--- src/rtl/lipsi_ctrl_if.sv ---
// Bus bundle between the Lipsi sequencer and its instruction ROM, register memory and ALU.
// The master side is the sequencer; the slave side is the surrounding memories and ALU.
interface lipsi_ctrl_if;
    logic [7:0] imem_addr;
    logic [7:0] imem_rdata;
    logic [3:0] dmem_addr;
    logic       dmem_we;
    logic [7:0] dmem_wdata;
    logic [7:0] dmem_rdata;
    logic [3:0] alu_ctrl;
    logic [7:0] rd_data;
    logic [7:0] acc_out;
    logic [7:0] acc_in;
    logic [7:0] pc;
    logic       halted;

    modport master (
        output imem_addr, dmem_addr, dmem_we, dmem_wdata,
        output alu_ctrl, rd_data, acc_out, pc, halted,
        input  imem_rdata, dmem_rdata, acc_in
    );

    modport slave (
        input  imem_addr, dmem_addr, dmem_we, dmem_wdata,
        input  alu_ctrl, rd_data, acc_out, pc, halted,
        output imem_rdata, dmem_rdata, acc_in
    );
endinterface

--- src/rtl/lipsi_ctrl.sv ---
// Lipsi fetch/decode/execute sequencer: owns PC, IR and accumulator, and steers the ALU,
// the synchronous instruction ROM and the 16-entry register memory.
module lipsi_ctrl #(
    parameter logic [7:0] RESET_PC      = 8'h00,
    parameter logic [3:0] IDLE_ALU_CTRL = 4'b1111
) (
    input  logic         clk,
    input  logic         rst_n,
    lipsi_ctrl_if.master ctrl_bus
);

    typedef enum logic [2:0] {
        S_FETCH,
        S_DECODE,
        S_EXEC_MEM,
        S_OPERAND,
        S_HALT
    } state_t;

    typedef enum logic [2:0] {
        OP_ALU_REG,
        OP_SHIFT,
        OP_ST,
        OP_IMM,
        OP_BRANCH,
        OP_HALT
    } opclass_t;

    function automatic opclass_t classify(input logic [7:0] op);
        opclass_t c;
        if (op[7]) begin
            c = OP_ALU_REG;
        end else if (op[6]) begin
            c = OP_SHIFT;
        end else begin
            case (op[5:4])
                2'b00:   c = OP_ST;
                2'b01:   c = OP_IMM;
                2'b10:   c = OP_BRANCH;
                default: c = OP_HALT;
            endcase
        end
        return c;
    endfunction

    // Condition is evaluated on the accumulator as left by the previous instruction.
    function automatic logic branch_taken(input logic [1:0] cc, input logic [7:0] acc);
        logic t;
        case (cc)
            2'b00:   t = 1'b1;
            2'b01:   t = (acc == 8'h00);
            2'b10:   t = (acc != 8'h00);
            default: t = acc[7];
        endcase
        return t;
    endfunction

    state_t     r_state;
    logic [7:0] r_pc;
    logic [7:0] r_acc;
    logic [7:0] r_ir;

    state_t     w_state_next;
    logic [7:0] w_pc_next;
    logic [7:0] w_acc_next;
    logic [7:0] w_ir_next;
    logic [3:0] w_alu_ctrl;
    logic [7:0] w_rd_data;
    logic [3:0] w_dmem_addr;
    logic       w_dmem_we;
    opclass_t   w_dec_class;
    opclass_t   w_ir_class;

    assign w_dec_class = classify(ctrl_bus.imem_rdata);
    assign w_ir_class  = classify(r_ir);

    always_ff @(posedge clk or negedge rst_n) begin
        if (!rst_n) begin
            r_state <= S_FETCH;
            r_pc    <= RESET_PC;
            r_acc   <= 8'h00;
            r_ir    <= 8'h00;
        end else begin
            r_state <= w_state_next;
            r_pc    <= w_pc_next;
            r_acc   <= w_acc_next;
            r_ir    <= w_ir_next;
        end
    end

    always_comb begin
        w_state_next = r_state;
        w_pc_next    = r_pc;
        w_acc_next   = r_acc;
        w_ir_next    = r_ir;
        w_alu_ctrl   = IDLE_ALU_CTRL;
        w_rd_data    = 8'h00;
        w_dmem_addr  = r_ir[3:0];
        w_dmem_we    = 1'b0;

        case (r_state)
            S_FETCH: begin
                w_pc_next    = r_pc + 8'd1;
                w_state_next = S_DECODE;
            end

            S_DECODE: begin
                w_ir_next   = ctrl_bus.imem_rdata;
                w_dmem_addr = ctrl_bus.imem_rdata[3:0];
                case (w_dec_class)
                    OP_ALU_REG: w_state_next = S_EXEC_MEM;
                    OP_SHIFT: begin
                        w_alu_ctrl   = ctrl_bus.imem_rdata[7:4];
                        w_acc_next   = ctrl_bus.acc_in;
                        w_state_next = S_FETCH;
                    end
                    OP_ST: begin
                        w_dmem_we    = 1'b1;
                        w_state_next = S_FETCH;
                    end
                    OP_IMM, OP_BRANCH: begin
                        // The operand byte is addressed this cycle; pc then points past it.
                        w_pc_next    = r_pc + 8'd1;
                        w_state_next = S_OPERAND;
                    end
                    default: w_state_next = S_HALT;
                endcase
            end

            S_EXEC_MEM: begin
                w_rd_data    = ctrl_bus.dmem_rdata;
                w_alu_ctrl   = r_ir[7:4];
                w_acc_next   = ctrl_bus.acc_in;
                w_state_next = S_FETCH;
            end

            S_OPERAND: begin
                if (w_ir_class == OP_IMM) begin
                    w_rd_data  = ctrl_bus.imem_rdata;
                    w_alu_ctrl = {1'b1, r_ir[2:0]};
                    w_acc_next = ctrl_bus.acc_in;
                end else if (branch_taken(r_ir[1:0], r_acc)) begin
                    w_pc_next = ctrl_bus.imem_rdata;
                end
                w_state_next = S_FETCH;
            end

            S_HALT: w_state_next = S_HALT;

            default: w_state_next = S_FETCH;
        endcase
    end

    assign ctrl_bus.imem_addr  = r_pc;
    assign ctrl_bus.pc         = r_pc;
    assign ctrl_bus.dmem_addr  = w_dmem_addr;
    assign ctrl_bus.dmem_we    = w_dmem_we;
    assign ctrl_bus.dmem_wdata = r_acc;
    assign ctrl_bus.alu_ctrl   = w_alu_ctrl;
    assign ctrl_bus.rd_data    = w_rd_data;
    assign ctrl_bus.acc_out    = r_acc;
    assign ctrl_bus.halted     = (r_state == S_HALT);

`ifndef SYNTHESIS
    a_single_write: assert property (@(posedge clk) disable iff (!rst_n)
        ctrl_bus.dmem_we |=> !ctrl_bus.dmem_we);
    a_halt_frozen: assert property (@(posedge clk) disable iff (!rst_n)
        (r_state == S_HALT) |=> ($stable(r_pc) && $stable(r_acc) && (r_state == S_HALT)));
`endif

endmodule

--- src/flat_wrapper.sv ---
// flat-port wrapper written by rule: the top's interface ports become plain ports
module lipsi_ctrl_flat 
#(
    parameter logic [7:0] RESET_PC      = 8'h00,
    parameter logic [3:0] IDLE_ALU_CTRL = 4'b1111
)
  (clk, rst_n, ctrl_bus_imem_addr, ctrl_bus_dmem_addr, ctrl_bus_dmem_we, ctrl_bus_dmem_wdata, ctrl_bus_alu_ctrl, ctrl_bus_rd_data, ctrl_bus_acc_out, ctrl_bus_pc, ctrl_bus_halted, ctrl_bus_imem_rdata, ctrl_bus_dmem_rdata, ctrl_bus_acc_in);
  lipsi_ctrl_if ctrl_bus_i ();
  input  logic clk;
  input  logic rst_n;
  output wire logic [$bits(ctrl_bus_i.imem_addr)-1:0] ctrl_bus_imem_addr;
  output wire logic [$bits(ctrl_bus_i.dmem_addr)-1:0] ctrl_bus_dmem_addr;
  output wire logic [$bits(ctrl_bus_i.dmem_we)-1:0] ctrl_bus_dmem_we;
  output wire logic [$bits(ctrl_bus_i.dmem_wdata)-1:0] ctrl_bus_dmem_wdata;
  output wire logic [$bits(ctrl_bus_i.alu_ctrl)-1:0] ctrl_bus_alu_ctrl;
  output wire logic [$bits(ctrl_bus_i.rd_data)-1:0] ctrl_bus_rd_data;
  output wire logic [$bits(ctrl_bus_i.acc_out)-1:0] ctrl_bus_acc_out;
  output wire logic [$bits(ctrl_bus_i.pc)-1:0] ctrl_bus_pc;
  output wire logic [$bits(ctrl_bus_i.halted)-1:0] ctrl_bus_halted;
  input wire logic [$bits(ctrl_bus_i.imem_rdata)-1:0] ctrl_bus_imem_rdata;
  input wire logic [$bits(ctrl_bus_i.dmem_rdata)-1:0] ctrl_bus_dmem_rdata;
  input wire logic [$bits(ctrl_bus_i.acc_in)-1:0] ctrl_bus_acc_in;
  assign ctrl_bus_imem_addr = ctrl_bus_i.imem_addr;
  assign ctrl_bus_dmem_addr = ctrl_bus_i.dmem_addr;
  assign ctrl_bus_dmem_we = ctrl_bus_i.dmem_we;
  assign ctrl_bus_dmem_wdata = ctrl_bus_i.dmem_wdata;
  assign ctrl_bus_alu_ctrl = ctrl_bus_i.alu_ctrl;
  assign ctrl_bus_rd_data = ctrl_bus_i.rd_data;
  assign ctrl_bus_acc_out = ctrl_bus_i.acc_out;
  assign ctrl_bus_pc = ctrl_bus_i.pc;
  assign ctrl_bus_halted = ctrl_bus_i.halted;
  assign ctrl_bus_i.imem_rdata = ctrl_bus_imem_rdata;
  assign ctrl_bus_i.dmem_rdata = ctrl_bus_dmem_rdata;
  assign ctrl_bus_i.acc_in = ctrl_bus_acc_in;
  lipsi_ctrl #(.RESET_PC(RESET_PC), .IDLE_ALU_CTRL(IDLE_ALU_CTRL)) u_core (.clk(clk), .rst_n(rst_n), .ctrl_bus(ctrl_bus_i));
endmodule
--- config.mk ---
export PLATFORM = sky130hd
export DESIGN_NAME = lipsi_ctrl_flat
export DESIGN_NICKNAME = d
export VERILOG_FILES = /design/src/rtl/lipsi_ctrl_if.sv /design/src/rtl/lipsi_ctrl.sv /design/src/flat_wrapper.sv
export SDC_FILE = /design/constraint.sdc
export NUM_CORES = 1
export LEC_CHECK = 0
export CORE_MARGIN = 1.5
export CORE_UTILIZATION = 44
export DETAILED_ROUTE_END_ITERATION = 16
export GPL_TIMING_DRIVEN = 0
export PLACE_DENSITY = 0.83
export SETUP_SLACK_MARGIN = 0.1
export SLEW_MARGIN = 20
export SYNTH_ARGS = -nofsm -noshare
export SYNTH_HDL_FRONTEND = slang
export SYNTH_SLANG_ARGS = --single-unit
--- constraint.sdc ---
create_clock -name clk -period 3.5 [get_ports clk]
set_input_delay 0.525 -clock clk [delete_from_list [all_inputs] [get_ports clk]]
set_output_delay 0.525 -clock clk [all_outputs]
set_load 0.005 [all_outputs]
# [Word-level counts from Yosys, hierarchy flattened]
# Index checks and enable logic that the tools add are counted.
[op_classes] addsub=1 eq_ne=20 mux=26 n_reduce_logical=13
[ops] op="two-way mux 8 bit" count=6
[ops] op="one-hot mux 8 bit (3 select lines)" count=2
[ops] op="one-hot mux 3 bit (3 select lines)" count=4
[ops] op="one-hot mux 8 bit (2 select lines)" count=1
[ops] op="equality test 3 x 2 -> 1 bit (second input constant)" count=5
[ops] op="two-way mux 3 bit" count=5
[ops] op="one-hot mux 4 bit (3 select lines)" count=1
[ops] op="adder 8 x 1 -> 8 bit (second input constant)" count=1
[ops] op="logical NOT 8 bit" count=1
[ops] op="two-way mux 4 bit" count=2
[ops] op="inequality test 2 x 1 -> 1 bit (second input constant)" count=4
[ops] op="nonzero test 8 bit" count=1
[ops] op="equality test 2 x 1 -> 1 bit (second input constant)" count=3
[ops] op="equality test 2 bit (second input constant)" count=3
[ops] op="equality test 3 x 1 -> 1 bit (second input constant)" count=2
[ops] op="equality test 3 bit (second input constant)" count=2
[ops] op="logical NOT 2 bit" count=3
[ops] op="logical NOT 3 bit" count=2
[ops] op="nonzero test 3 bit" count=2
[ops] op="two-way mux 1 bit" count=4
[ops] op="AND reduction 4 bit" count=1
[ops] op="OR reduction 2 bit" count=2
[ops] op="one-hot mux 1 bit (3 select lines)" count=1
[ops] op="AND reduction 3 bit" count=1
[ops] op="inequality test 2 bit (second input constant)" count=1
[totals] regBits=27 inputBits=26

# [Longest topological paths before layout]
# Gate-level depths: netlist of run 1.
[logic_depth] depth_word=10 depth_mapped=7 depth_no_buf=6

# [Worst setup path before layout of run 1]
# No wires, ideal clock.
[synth_timing] kind="register to output" startpoint="register u_core.r_state[1]" endpoint="output ctrl_bus_dmem_addr[1]" arrival_time_ps=1666 t_required_ps=2975 setup_slack_ps=1309 stages_incl_launch_ff=7 n_path_buf=3 cell_sequence="dfrtp_1 > buf_6 > and2b_1 > nor2b_1 > clkbuf_1 > clkbuf_1 > mux2_2"
[synth_between] elab_chain_len=2
[synth_lines] element="start, declared" line_no="lipsi_ctrl.sv:58" source="state_t r_state;"
[synth_lines] element="start signal, assigned" line_no="lipsi_ctrl.sv:84" source="r_state <= w_state_next;"
[synth_lines] element="equality test 3 x 1 -> 1 bit" line_no="lipsi_ctrl.sv:101" source="case (r_state)"
[synth_lines] element="two-way mux 4 bit" line_no="lipsi_ctrl.sv:101"
[synth_lines] element="end, declared" line_no="flat_wrapper.sv:12" source="output wire logic [$bits(ctrl_bus_i.dmem_addr)-1:0] ctrl_bus_dmem_addr;"
# Every way passes these cells.

# [Final worst setup path of run 1]
# Same ends and word-level chain as after synthesis.

==> impl_metrics.csv, run 1 <==
group,metric,value,unit
outcome,run_status,"finished, final reports clean",
worst_setup_path,path_max_fanout,10,
synth,synth-seq-cells,27,
finish,syn_to_final_growth,50.9,%
finish,instances_no_fill,286,
sta,finalSetupViolations,0,
floorplan,num_io_pins,76,
clock_tree,cts_buffers,3,
synth,synthArstFlopShare,100,%
clock_tree,clockBufferDepth,2,
grt,grt_max_degree,28,
synth,synth_area_leaders,"dfrtp_1 (42%), mux2_2 (9.7%), buf_4 (7.4%)",
route,post_drt_wl_per_cell,14.8,µm
sta,fin_crit_sh,89.6,%
floorplan,rows,21,
clock_tree,clk_pin_slew,0.09,ns
sta,rsz0062_at_grt,"no",
synth,synth_top_area_share,41.5,%
sta,final.setup.tns,0,ns
synth,ys_warn_count,0,
grt,grt_pass1_vias,1522,
worst_setup_path,path_class,"reg2out",
flow_run,drv_cap,0,
worst_setup_path,start_kind,"flip-flop",
finish,antenna_cells,0,
placed_design,dp_cells,282,
route,drt_iter0_drc,78,
clock_tree,h-tree-depth,1,
clock_tree,ctsResizeCount,0,
placed_design,port_buffers,73,
synth,synth_cell_types,48,
route,dr.pass1.iters,4,
placed_design,globalplace.congestion,0.838,
route,vias_per_cell,5.33,
grt,grt_pass1_wl,7360,µm
grt,antenna_found_initial,0,
placed_design,place_hpwl,3210,µm
finish,drive_above_1_share,19.2,%
finish,final_common_cell,"clkdlybuf4s50_1",
floorplan,start_util,47.3,%
synth,syn_inst,163,
hold_path,min_path_type,"in2async",
route,drc,0,
floorplan,fp.dieW,63.8,µm
power,p_per_area,872,nW/µm²
route,vias,1524,
clock_tree,tritoncts,"yes",
sta,worst_pin_slew,0.709,ns
clock_tree,hold_buffers,0,
synth,ys.flop_type,"dfrtp_1",
synth,yosys.area.top_type,"dfrtp_1",
power,p_leak,1.02,nW
clock_tree,cts_root_buffer,"clkbuf_8",
sta,fin_skew,0.00539,ns
sta,slew_headroom,52.5,%
finish,mostFrequentLayoutCells,"clkdlybuf4s50_1 (72), dfrtp_1 (27), buf_4 (16), mux2_2 (14), nand2_1 (12)",
route,wirelength,4250,µm
clock_tree,cts_sinks,27,
clock_tree,clk_latency,0.27,ns
sta,slew_viol_final,0,
synth,syn_nets,190,
finish,fillerInstances,276,
worst_setup_path,endpoint_kind,"primary output",
grt,gr-total-overflow,0,
synth,synth_edf_count,0,
synth,ys_seq_area_share,41.5,%
synth,synth.avg_cell_area,9.98,µm²
synth,syn_area,1630,µm²
floorplan,die_area,4070,µm²
power,ir_worst_vdd,0.525,mV
worst_setup_path,crit_arrival,2.61,ns
sta,hold_viol,0,
floorplan,dieHeight,63.8,µm
grt,grtUsageTotal,22.7,%
power,power,2.14,mW
sta,fin_crit,3.14,ns
floorplan,core_area,3440,µm²
sta,fmax,0.319,GHz
route,antenna_left,0,
finish,nNetsFinal,268,
worst_setup_path,worstPathRequired,2.97,ns
clock_tree,post_cts_buffers,0,
final cells by class:
cell class,count,area (µm²),area share (%)
Multi-Input combinational cell,106,768,31.3
Timing Repair Buffer,73,726,29.6
Sequential cell,27,676,27.5
Buffer,24,160,6.52
Tap cell,46,57.6,2.34
Clock buffer,4,45.0,1.83
Inverter,6,22.5,0.917
per-layer routing:
metal / part of all wire (%) / up-vias / GRT usage [%]
met5: 0 / - / 0
met4: 1.1 / 0 / 7.34
met3: 4.4 / 4 / 3.87
met2: 49 / 50 / 37.8
met1: 45 / 742 / 30.0
li1: - / 728 / -
kinds of logic after synthesis:
kind of cell    share of synthesized area, %
simple gates                            17.2
compound gates                          18.4
buf+inv                                 11.2
flops                                   41.5
mux                                     10.3
xor+xnor                               0.539
fa+ha+maj                              0.769
Yosys cell counts (4+ instances only):
cell type  number
clkbuf_1        5
nand3_1         4
a21oi_1         6
nor2b_1         4
o21ai_0         5
mux2_2         14
inv_1           6
a22o_1          8
buf_4          16
nor2_1         11
dfrtp_1        27
nand2_1        12
flip-flops by register name, indices dropped and copies added, names as in the netlist:
| register | flops |
|---|---|
| u_core.r_ir | 8 |
| u_core.r_state | 3 |
| u_core.ctrl_bus.acc_out | 8 |
| u_core.ctrl_bus.imem_addr | 8 |
per-stage QoR:
stage / cell area (µm²) / hold slack [ns] / worst slack (ns) / util, %
after floorplan: 1630 / 0.229 / 1.31 / -
after global placement: 2410 / 0.480 / 0.378 / 70.2
after detailed placement: 2410 / 0.483 / 0.397 / 70.0
after CTS: 2450 / 0.273 / 0.361 / 71.3
after global routing: 2450 / 0.297 / 0.147 / 71.3
final: 2450 / 0.249 / 0.363 / 71.3
worst paths after layout:
path | from | end | slack [ns] | cells after the start
setup / recovery | u_core.r_state[1]$_DFF_PN0_ | ctrl_bus_dmem_addr[1] | 0.36 | 7
hold / removal | rst_n | u_core.ctrl_bus.acc_out[3]$_DFFE_PN0P_ | 0.25 | 1
setup reg to reg | u_core.r_ir[7]$_DFFE_PN0P_ | u_core.ctrl_bus.acc_out[4]$_DFFE_PN0P_ | 1.40 | 5
hold reg to reg | u_core.r_ir[3]$_DFFE_PN0P_ | u_core.r_ir[3]$_DFFE_PN0P_ | 0.50 | 1
max in group asynchronous | rst_n | u_core.r_state[1]$_DFF_PN0_ | 2.86 | 1
min in group clk | u_core.r_ir[3]$_DFFE_PN0P_ | u_core.r_ir[3]$_DFFE_PN0P_ | 0.50 | 1
power by group:
group / total [mW] / internal [mW] / switching (mW) / leakage [nW]
Clock: 0.174 / 0.0815 / 0.0929 / 0.0228
Combinational: 1.34 / 0.850 / 0.490 / 0.684
Sequential: 0.627 / 0.469 / 0.158 / 0.318
critical path, cell delays in order, from the launching register on:
cell and delay [ns]:
dfrtp_1 0.38, buf_6 0.14, and2b_1 0.23, nor2b_1 0.15, clkbuf_1 0.24, clkbuf_1 0.36
mux2_2 0.40, clkdlybuf4s50_1 0.44
Power figures use the tool's default switching activity.
==> inputs of run 2 (changes only) <==
Settings changed: CTS_CLUSTER_DIAMETER from default to 80.
Clock period 3.5 ns to 4 ns, I/O delays scaled along.
==> results of run 2 <==
Same layout as run 1 (identical final DEF). Status: finished, final reports clean.
Main changes from that run: setup slack after placement 0.397 ns -> 0.747 ns; setup slack after layout 0.363 ns -> 0.744 ns; hold slack 0.249 ns -> 0.324 ns; start point of the critical path u_core.r_state[1]$_DFF_PN0_ -> ctrl_bus_imem_rdata[6]; end point of the critical path ctrl_bus_dmem_addr[1] -> ctrl_bus_alu_ctrl[0]; register-to-register setup slack 1.40 ns -> 1.90 ns; total power 2.14 mW -> 1.87 mW; worst IR drop on VDD 0.525 mV -> 0.460 mV
==> inputs of run 3 (changes only) <==
Settings changed: CORE_UTILIZATION 44 to 41, PLACE_DENSITY 0.83 to 0.78.
Clock period 4 ns to 3.2 ns, I/O delays scaled along.
==> run 3 against run 2 <==
  * Clock skew about the same
  * Setup slack worse by 0.51 ns
  * Critical endpoint is now ctrl_bus_dmem_addr[1]
  * Clock power up 27%
==> impl_metrics.csv, run 3 (same netlist as run 1, synthesis figures left out) <==
group,metric,value,unit
sta,fin_crit_sh,92.7,%
worst_setup_path,r2r_cells,5,
worst_setup_path,cp_slowest_cell,"clkdlybuf4s50_1",
finish,final_common_cell,"clkdlybuf4s50_1",
flow_run,drv_cap,0,
sta,rsz0062_at_grt,"no",
grt,grtUsageTotal,19.7,%
floorplan,rows,22,
worst_setup_path,path_class,"reg2out",
grt,gr-total-overflow,0,
worst_setup_path,start_kind,"flip-flop",
worst_setup_path,crit_arrival,2.49,ns
route,vias,1497,
worst_setup_path,path_max_fanout,10,
route,vias_per_cell,5.20,
route,antenna_left,0,
placed_design,place_hpwl,3110,µm
worst_setup_path,critical_path.startpoint,"u_core.r_state[1]$_DFF_PN0_",
finish,mostFrequentLayoutCells,"clkdlybuf4s50_1 (72), dfrtp_1 (27), buf_4 (16), mux2_2 (14), nand2_1 (12)",
worst_setup_path,crit_cells,7,
clock_tree,h-tree-depth,1,
sta,hold_slack,0.203,ns
power,ir_worst_vdd,0.600,mV
worst_setup_path,worstPathRequired,2.72,ns
worst_setup_path,slowest_delay,0.46,ns
grt,antenna_found_initial,0,
clock_tree,clk_latency,0.27,ns
floorplan,die_area,4350,µm²
placed_design,pre_cts_slack,0.216,ns
finish,regArea,676,µm²
sta,fin_skew,0.00496,ns
finish,utilization,65.9,%
worst_setup_path,rrSetupSlack,1.22,ns
worst_setup_path,cp_num_buf_inv,4,
worst_setup_path,crit_chain,"buf_6 > and2b_1 > nor2b_1 > clkbuf_1 > buf_2 > mux2_2 > clkdlybuf4s50_1",
floorplan,dieHeight,66.0,µm
finish,drive_above_1_share,20.0,%
route,post_drt_wl_per_cell,14.5,µm
sta,fmax,0.337,GHz
route,drt_iter0_drc,66,
floorplan,core_area,3740,µm²
worst_setup_path,cp_top_family,"buffers and inverters",
placed_design,placed_area,2410,µm²
route,drc,0,
power,p_leak,1.03,nW
grt,grt_pass1_vias,1340,
finish,design_area,2470,µm²
hold_path,min_path_type,"in2async",
grt,grt_max_degree,28,
sta,hold_viol,0,
grt,grt_pass1_wl,6590,µm
sta,setup_slack,0.233,ns
placed_design,port_buffers,73,
route,wirelength,4170,µm
worst_setup_path,r2r_start,"u_core.r_ir[7]$_DFFE_PN0P_",
clock_tree,cts_buffers,3,
clock_tree,clk_pin_slew,0.09,ns
clock_tree,post_cts_buffers,0,
clock_tree,tritoncts,"yes",
clock_tree,cts_root_buffer,"clkbuf_8",
clock_tree,hold_buffers,0,
sta,finalSetupViolations,0,
finish,multiInputGateArea,776,µm²
power,p_per_area,955,nW/µm²
placed_design,globalplace.congestion,0.775,
finish,nNetsFinal,268,
sta,slew_viol_final,0,
sta,fin_crit,2.97,ns
sta,worst_pin_slew,0.674,ns
sta,final.setup.tns,0,ns
floorplan,fp.dieW,66.0,µm
worst_setup_path,r2r-end,"u_core.ctrl_bus.acc_out[6]$_DFFE_PN0P_",
finish,syn_to_final_growth,51.6,%
floorplan,num_io_pins,76,
route,dr.pass1.iters,4,
outcome,run_status,"finished, final reports clean",
finish,antenna_cells,0,
floorplan,start_util,43.4,%
sta,slew_headroom,54.9,%
worst_setup_path,endpoint_kind,"primary output",
clock_tree,clockBufferDepth,2,
clock_tree,cts_sinks,27,
finish,fillerInstances,339,
worst_setup_path,endpoint,"ctrl_bus_dmem_addr[1]",
==> run 3: area by class of cell <==
class	instances	area share, %
Timing Repair Buffer	73	29.4
Tap cell	48	2.44
Clock buffer	4	1.83
Inverter	6	0.913
Multi-Input combinational cell	106	31.5
Buffer	24	6.54
Sequential cell	27	27.4
==> run 3: timing repair <==
item                                    in CTS  in global routing
resized for setup                            1                  3
pin swaps                                    0                  0
endpoints found under the setup margin       1                 10
==> run 3: worst register-to-register path: cells and delay by family, from the launching register on <==
family / cells / cell delay [ns]
flip-flops: 1 / 0.41
AO/OA/AOI/OAI: 1 / 0.10
multiplexers: 1 / 0.38
AND/OR/NAND/NOR: 3 / 0.97
==> run 3: worst min-delay path by stage <==
stage | startpoint | endpoint | slack [ns] | depth (start not counted)
after floorplan | rst_n | u_core.ctrl_bus.acc_out[0]$_DFFE_PN0P_ | 0.18 | 0
after global placement | u_core.r_ir[3]$_DFFE_PN0P_ | u_core.r_ir[3]$_DFFE_PN0P_ | 0.48 | 1
after detailed placement | u_core.r_ir[3]$_DFFE_PN0P_ | u_core.r_ir[3]$_DFFE_PN0P_ | 0.50 | 1
after CTS | rst_n | u_core.r_ir[0]$_DFFE_PN0P_ | 0.23 | 1
after global routing | rst_n | u_core.ctrl_bus.acc_out[6]$_DFFE_PN0P_ | 0.26 | 1
final | rst_n | u_core.ctrl_bus.acc_out[1]$_DFFE_PN0P_ | 0.20 | 1
==> run 3: metrics by stage <==
step                total power, mW  std cells
global route                   2.52        288
detailed placement             2.16        284
floorplan                      1.43        163
CTS                            2.36        288
finish                         2.35        288
global placement               2.12        284
==> run 3: metal layers <==
layer / track usage [%] / vias to the layer above / part of all wire (%)
met4: 6.12 / 0 / 1.2
met1: 27.7 / 709 / 46
met3: 4.26 / 4 / 4.8
li1: - / 736 / -
met2: 30.4 / 48 / 47
met5: 0 / - / 0
==> run 3: report_power, final <==
| group | leakage [nW] | switching [mW] | total, mW | internal (mW) |
|---|---|---|---|---|
| sequential | 0.318 | 0.173 | 0.686 | 0.513 |
| combinational | 0.688 | 0.541 | 1.47 | 0.934 |
| clock | 0.0228 | 0.105 | 0.194 | 0.0893 |
| total | 1.03 | 0.819 | 2.35 | 1.54 |
